`config.mk`:
```
export PLATFORM = sky130hd
export DESIGN_NAME = pc_gen
export DESIGN_NICKNAME = d
export VERILOG_FILES = /design/src/rtl/pc_pkg.sv /design/src/rtl/pc_gen.sv
export SDC_FILE = /design/constraint.sdc
export NUM_CORES = 1
export LEC_CHECK = 0
export ABC_AREA = 1
export BUFFER_PORTS_ARGS = -buffer_cell sky130_fd_sc_hd__buf_2
export CORE_MARGIN = 2
export CORE_UTILIZATION = 30
export CTS_CLUSTER_DIAMETER = 100
export DETAILED_ROUTE_END_ITERATION = 16
export PLACE_DENSITY_LB_ADDON = 0.1
export RECOVER_POWER = 25
export SYNTH_ARGS = -nofsm -noshare
export SYNTH_HDL_FRONTEND = slang
export SYNTH_SLANG_ARGS = --single-unit
```
`constraint.sdc`:
```
create_clock -name clk -period 2.2 [get_ports clk]
set_clock_uncertainty 0.15 [all_clocks]
set_input_delay 0.44 -clock clk [delete_from_list [all_inputs] [get_ports clk]]
set_output_delay 0.44 -clock clk [all_outputs]
set_load 0.01 [all_outputs]
```
`src/rtl/pc_pkg.sv`:
```
// Shared definitions for the RV32I fetch-stage program-counter generator:
// FSM state encoding, default reset vector and legal target alignments.
package pc_pkg;

    typedef enum logic [1:0] {
        BOOT  = 2'd0,
        RUN   = 2'd1,
        FAULT = 2'd2
    } pc_state_e;

    localparam logic [31:0] DEFAULT_RESET_VECTOR = 32'h0100_0000;

    localparam int ALIGN_BYTES_HALF = 2;
    localparam int ALIGN_BYTES_WORD = 4;

    function automatic bit is_legal_align(input int bytes);
        return (bytes == ALIGN_BYTES_HALF) || (bytes == ALIGN_BYTES_WORD);
    endfunction

endpackage

```
`src/rtl/pc_gen.sv`:
```
// Program-counter generator: holds the fetch address, picks the next one from
// increment / branch redirect / trap redirect, and drives a valid/ready fetch port.
module pc_gen
    import pc_pkg::*;
#(
    parameter int               XLEN         = 32,
    parameter logic [XLEN-1:0]  RESET_VECTOR = XLEN'(DEFAULT_RESET_VECTOR),
    parameter int               ILEN_BYTES   = 4,
    parameter int               ALIGN_BYTES  = 4
) (
    input  logic            clk,
    input  logic            reset,
    input  logic            stall,
    input  logic            redirect_valid,
    input  logic [XLEN-1:0] redirect_target,
    input  logic            trap_valid,
    input  logic [XLEN-1:0] trap_target,
    output logic            fetch_valid,
    input  logic            fetch_ready,
    output logic [XLEN-1:0] pc,
    output logic [XLEN-1:0] pc_plus,
    output logic            misalign_valid,
    output logic [XLEN-1:0] misalign_addr,
    output logic [31:0]     fetch_count
);

    // Unsupported alignments fall back to word alignment rather than silently disabling the check.
    localparam int              ALIGN_EFF  = is_legal_align(ALIGN_BYTES) ? ALIGN_BYTES : ALIGN_BYTES_WORD;
    localparam logic [XLEN-1:0] ALIGN_MASK = XLEN'(ALIGN_EFF - 1);
    localparam logic [XLEN-1:0] PC_STEP    = XLEN'(ILEN_BYTES);

    pc_state_e       r_state, w_state_nxt;
    logic [XLEN-1:0] r_pc, w_pc_nxt;
    logic            r_misalign_valid, w_misalign_valid_nxt;
    logic [XLEN-1:0] r_misalign_addr, w_misalign_addr_nxt;
    logic [31:0]     r_fetch_count;

    logic            w_fetch_valid;
    logic            w_accept;
    logic            w_redirect_misaligned;
    logic [XLEN-1:0] w_pc_plus;

    assign w_fetch_valid         = (r_state == RUN) && !stall;
    assign w_accept              = w_fetch_valid && fetch_ready;
    assign w_redirect_misaligned = (redirect_target & ALIGN_MASK) != '0;
    assign w_pc_plus             = r_pc + PC_STEP;

    always_ff @(posedge clk or negedge reset) begin
        if (!reset) begin
            r_state          <= BOOT;
            r_pc             <= RESET_VECTOR;
            r_misalign_valid <= 1'b0;
            r_misalign_addr  <= '0;
        end else begin
            r_state          <= w_state_nxt;
            r_pc             <= w_pc_nxt;
            r_misalign_valid <= w_misalign_valid_nxt;
            r_misalign_addr  <= w_misalign_addr_nxt;
        end
    end

    always_comb begin
        // NOTE: every output takes a default first so no path through the priority chain infers a latch.
        w_state_nxt          = r_state;
        w_pc_nxt             = r_pc;
        w_misalign_valid_nxt = 1'b0;
        w_misalign_addr_nxt  = r_misalign_addr;

        if (r_state == BOOT) begin
            w_state_nxt = RUN;
        end

        if (trap_valid) begin
            w_pc_nxt    = trap_target & ~ALIGN_MASK;
            w_state_nxt = RUN;
        end else if (redirect_valid && (r_state != FAULT)) begin
            if (w_redirect_misaligned) begin
                w_state_nxt          = FAULT;
                w_misalign_valid_nxt = 1'b1;
                w_misalign_addr_nxt  = redirect_target;
            end else begin
                w_pc_nxt    = redirect_target;
                w_state_nxt = RUN;
            end
        end else if (w_accept) begin
            w_pc_nxt = w_pc_plus;
        end
    end

    // An accepted request is counted even when a redirect or trap replaces the next pc.
    always_ff @(posedge clk or negedge reset) begin
        if (!reset) begin
            r_fetch_count <= '0;
        end else if (w_accept) begin
            r_fetch_count <= r_fetch_count + 32'd1;
        end
    end

    assign fetch_valid    = w_fetch_valid;
    assign pc             = r_pc;
    assign pc_plus        = w_pc_plus;
    assign misalign_valid = r_misalign_valid;
    assign misalign_addr  = r_misalign_addr;
    assign fetch_count    = r_fetch_count;

endmodule

```
Word-level counts from Yosys, hierarchy flattened
Index checks and enable logic that the tools add are counted.
Widths: inputs -> output; s select.
{"block": "totals", "regBits": 99, "in_bits": 70, "output_inout_bits": 130, "elab_cells": 32}
{"block": "op_classes", "n_addsub": 2, "n_eq_ne": 3, "n_mux": 11, "n_bitwise": 1, "n_reduce_logical": 10}
{"cell": "$mux 32", "count": 4}
{"cell": "$add 32x1->32 const B", "count": 1}
{"cell": "$add 32x3->32 const B", "count": 1}
{"cell": "$reduce_bool 32->1", "count": 1}
{"cell": "$mux 2", "count": 4}
{"cell": "$reduce_bool 3->1", "count": 2}
{"cell": "$logic_and 1x1->1", "count": 3}
{"cell": "$mux 1", "count": 3}
{"cell": "$ne 3x3->1 const B", "count": 1}
{"cell": "$reduce_and 3->1", "count": 1}
{"cell": "$eq 2x1->1 const B", "count": 1}
{"cell": "$logic_not 2->1", "count": 1}
{"cell": "$ne 2x2->1 const B", "count": 1}
{"cell": "$reduce_and 2->1", "count": 1}
{"cell": "$logic_not 1->1", "count": 1}
{"cell": "$not 1->1", "count": 1}

Logic depth before layout (Yosys ltp)
{"block": "logic_depth", "word_depth": 6, "ltp_mapped": 10, "depth_no_buf": 10}

Worst setup path before layout
No wires, ideal clock.
{"block": "synth_timing", "kind": "register to output", "from": "reg r_pc[2], in the netlist pc[2]", "to": "out pc_plus[22]", "arrival_time_ns": 1.347, "t_required_ns": 1.610, "slack_ns": 0.263, "path_stages_with_launch": 8, "path_buffers": 0, "cell_sequence": "dfrtp_1 -> ha_1 -> nand2_1 -> nor2_2 -> nand2_1 -> nor2_1 -> nand3_1 -> nand2_1"}
{"block": "synth_between", "elab_chain_cells": 1}
{"element": "start, declared", "line": "pc_gen.sv:33", "rtl": "logic [XLEN-1:0] r_pc, w_pc_nxt;"}
{"element": "start signal, assigned", "line": "pc_gen.sv:56", "rtl": "r_pc <= w_pc_nxt;"}
{"element": "$add 32x3->32", "line": "pc_gen.sv:46", "rtl": "assign w_pc_plus = r_pc + PC_STEP;"}
{"element": "end, declared", "line": "pc_gen.sv:21", "rtl": "output logic [XLEN-1:0] pc_plus,"}
Every way passes these cells.

Final worst setup path
{"block": "layout_timing", "from": "reg r_pc[14], in the netlist pc[14]", "to": "out pc_plus[24]"}
Same word-level chain as after synthesis.

==> flow_summary.yaml <==
run_status:
  status: "finished, violations left"
  violations: "negative setup slack"
global_routing:
  grt_pass1_wl_um: 34000
  grtUsageTotal: 0.204
  grt_max_degree: 51
  grt_overflow: 0
  grt_pass1_vias: 6055
  antenna_found_initial: 1
drt:
  vias: 6284
  drt_first_pass_iters: 5
  ant_nets: 0
  drtIter0Drc: 323
  wl_per_cell_um: 15.7
  drc: 0
  wl_um: 21600
  post_drt_via_cell_ratio: 4.58
worst_setup_path:
  cp.required_ns: 1.61
  cp_top_family: "simple AND/OR/NAND/NOR gates"
  setup.worst_path.end_class: "output port"
  r2r_cells: 7
  cp.depth: 9
  r2r-end: "pc[4]"
  crit_chain: "buf_4, nand2_1, nor2_1, nand2_1, nor2_4, nand2_1, nand2_1, nand2_1, buf_2"
  critPathKind: "flip-flop to output port"
  max_stage_delay_ns: 0.35
  critPathLaunch: "pc[14]"
  cp_max_fo: 5
  r2r_slack_ns: -0.11
  critPathLaunchType: "flip-flop"
  cp.arrival_ns: 1.81
  cpMostUsedCell: "nand2_1"
  r2r-start: "r_state[1]"
  crit_slowest_cell: "dfrtp_1"
  worst-path-buf-inv: 2
synthesis:
  syn_area_per_cell_um2: 6.83
  yosysTopAreaCell: "dfrtp_1"
  async_flop_share: 1.00
  synthCells: 877
  synth_enable_flop_cells: 0
  synth_seq_cells: 99
  synthesis.nets: 949
  ys_warn_count: 0
  ys_types: 35
  ys_seq_area_frac: 0.414
  synthFlopType: "dfrtp_1"
  synth_area_um2: 5990
  netlist_top_cells_area: "dfrtp_1 41%, nand2_1 21%, nor2_1 6.6%"
  synth_top_area_share: 0.409
pwr:
  p_per_area_nw_per_um2: 729
  swShare: 0.368
  p_int_mw: 3.77
  p_leak_nw: 4.25
  p_switching_mw: 2.20
  clkPwrFrac: 0.277
  pwr-share-seq: 0.393
  comb_power_share: 0.330
  ir_drop_v: 0.000346
die:
  chipWidth_um: 145
  rows: 51
  start_util: 0.307
  core_um2: 19500
  ioPinCount: 200
  dieArea_um2: 21100
  die_h_um: 145
timing:
  fin_ws_ns: -0.203
  tightest_slew_ns: 0.836
  timing.fmax_mhz: 416
  slew_headroom: 0.443
  hold_violations: 0
  fin_crit_ns: 2.40
  slew_viol_final: 0
  setup_tns_ns: -3.70
  setup_viol: 29
  post-route-period-util: 1.09
  rsz0062_at_grt: "yes"
finish:
  area_growth_pct: 36.7
  final_util: 0.419
  post-route-cell-area_um2: 8190
  drive_above_1_share: 0.307
  fin_nets: 1175
clocking:
  clk_path_buf_depth: 2
  numCtsBuffers: 9
  clk_latency_ns: 0.36
  tritoncts: "yes"
  cts-root-buf: "clkbuf_16"
  h-tree-depth: 3
  clock-sinks: 99
  clk_pin_slew_ns: 0.08
hold_path:
  hold_path_end: "misalign_addr[30]"
  hold_class: "input port to flip-flop"
  hp-start: "redirect_target[30]"
  holdPathStages: 3
place:
  dp_hpwl_um: 16100
  portBuffers: 197
  placed_cell_area_um2: 7440
  place.gp.congestion: 0.831
  place_ws_ns: 0.0421
flow_run:
  cap_violations: 0
==> power groups by stage <==
stage          clock (mW)  sequential, mW  combinational (mW)
3_3_place_gp            0            2.36                1.78
6_report             1.65            2.35                1.97
4_1_cts              1.71            2.34                1.88
2_1_floorplan           0            2.46               0.786
5_1_grt              1.77            2.39                2.17
3_5_place_dp            0            2.36                1.78
==> area by class of cell <==
type | count | area, µm²
Timing Repair Buffer | 245 | 1430
Antenna cell | 1 | 2.50
Multi-Input combinational cell | 661 | 3310
Clock buffer | 9 | 225
Inverter | 87 | 327
Tap cell | 265 | 332
Clock inverter | 6 | 66.3
Sequential cell | 99 | 2490
Fill cell | 2142 | 11300
==> worst register-to-register path, stage by stage, from the launching register on <==
cell     delay (ns)
dfrtp_1        0.43
nand2_1        0.09
nand2_1        0.19
a21oi_1        0.44
a21oi_4        0.07
inv_2          0.47
o21ai_0        0.21
o21ai_0        0.19
==> cell families (layout without fill, tap and decap cells) <==
family | Yosys count | in the layout | share of synthesized area
xor+xnor | 34 | 34 | 0.0497
simple gates | 507 | 507 | 0.341
buf+inv | 117 | 347 | 0.0783
compound gates | 118 | 118 | 0.113
flops | 99 | 99 | 0.414
fa+ha+maj | 2 | 2 | 0.00418
other cells | 0 | 1 | 0
==> Yosys cell counts (3+ instances only) <==
cell      instances
xnor2_1           9
o211ai_1          7
a21oi_1          43
nor3_1           15
buf_2             9
o21bai_1          7
dfrtp_1          98
nand3_1          36
xor2_1           25
a21oi_2           8
nand4_1           3
clkbuf_1         15
o21ai_0          49
nor2_1          106
inv_2             4
nand2_1         332
buf_4             3
nand3b_1          3
inv_1            83
==> placed cells by master, fill, tap and decap left out, types with 2 or more instances in the layout <==
master	n
and2_1	2
nor2_2	7
xnor2_2	3
nand3_1	33
dfrtp_1	90
buf_4	42
buf_2	187
a21oi_1	44
clkbuf_4	2
inv_1	80
o21ai_0	41
nor2_4	12
clkinvlp_4	2
o21ai_1	5
nor3_1	16
xnor2_1	4
nand3b_1	3
nand2_1	313
or2_4	2
dfrtp_2	8
clkbuf_16	9
a21oi_2	8
buf_12	2
o21ai_2	4
nor2_1	90
inv_2	7
nand2_4	7
o21bai_1	7
xor2_1	24
o211ai_1	7
nand3_4	2
clkinv_2	2
nand4_1	4
nand2_2	13
buf_6	10
xnor2_4	2
==> sequential cells by signal, summed over array words and instances (netlist names) <==
name / count
misalign_addr: 32
fetch_count: 32
misalign_valid: 1
r_state: 2
pc: 32
==> per-stage QoR <==
stage               hold slack [ns]  std cells  total power, mW
floorplan                  -0.00559        877             3.25
global placement              0.280       1339             4.14
detailed placement            0.282       1339             4.15
CTS                           0.128       1362             5.92
global route                  0.137       1373             6.33
finish                        0.133       1373             5.97
==> metal layers <==
| layer | GRT usage | part of all wire |
|---|---|---|
| met4 | 0.0466 | 0.0095 |
| met5 | 0 | 0 |
| met2 | 0.327 | 0.46 |
| met1 | 0.290 | 0.48 |
| met3 | 0.0340 | 0.046 |
==> timing repair <==
action / 4_1_cts / 5_1_grt
endpoints found under the setup margin: 26 / 27
setup buffers: 7 / 11
endpoints found under the hold margin: 25 / 0
gates resized for setup: 54 / 52
hold buffers: 1 / 0
pin swaps: 12 / 18
==> worst max-delay path by stage <==
stage / endpoint / slack [ns]
after global placement: pc_plus[12] / 0.06
final: pc_plus[24] / -0.20
after floorplan: pc_plus[22] / 0.26
after global routing: pc_plus[25] / -0.32
after detailed placement: pc_plus[12] / 0.04
after CTS: pc_plus[12] / -0.22
Note: power is estimated with default switching activity, not from simulation.
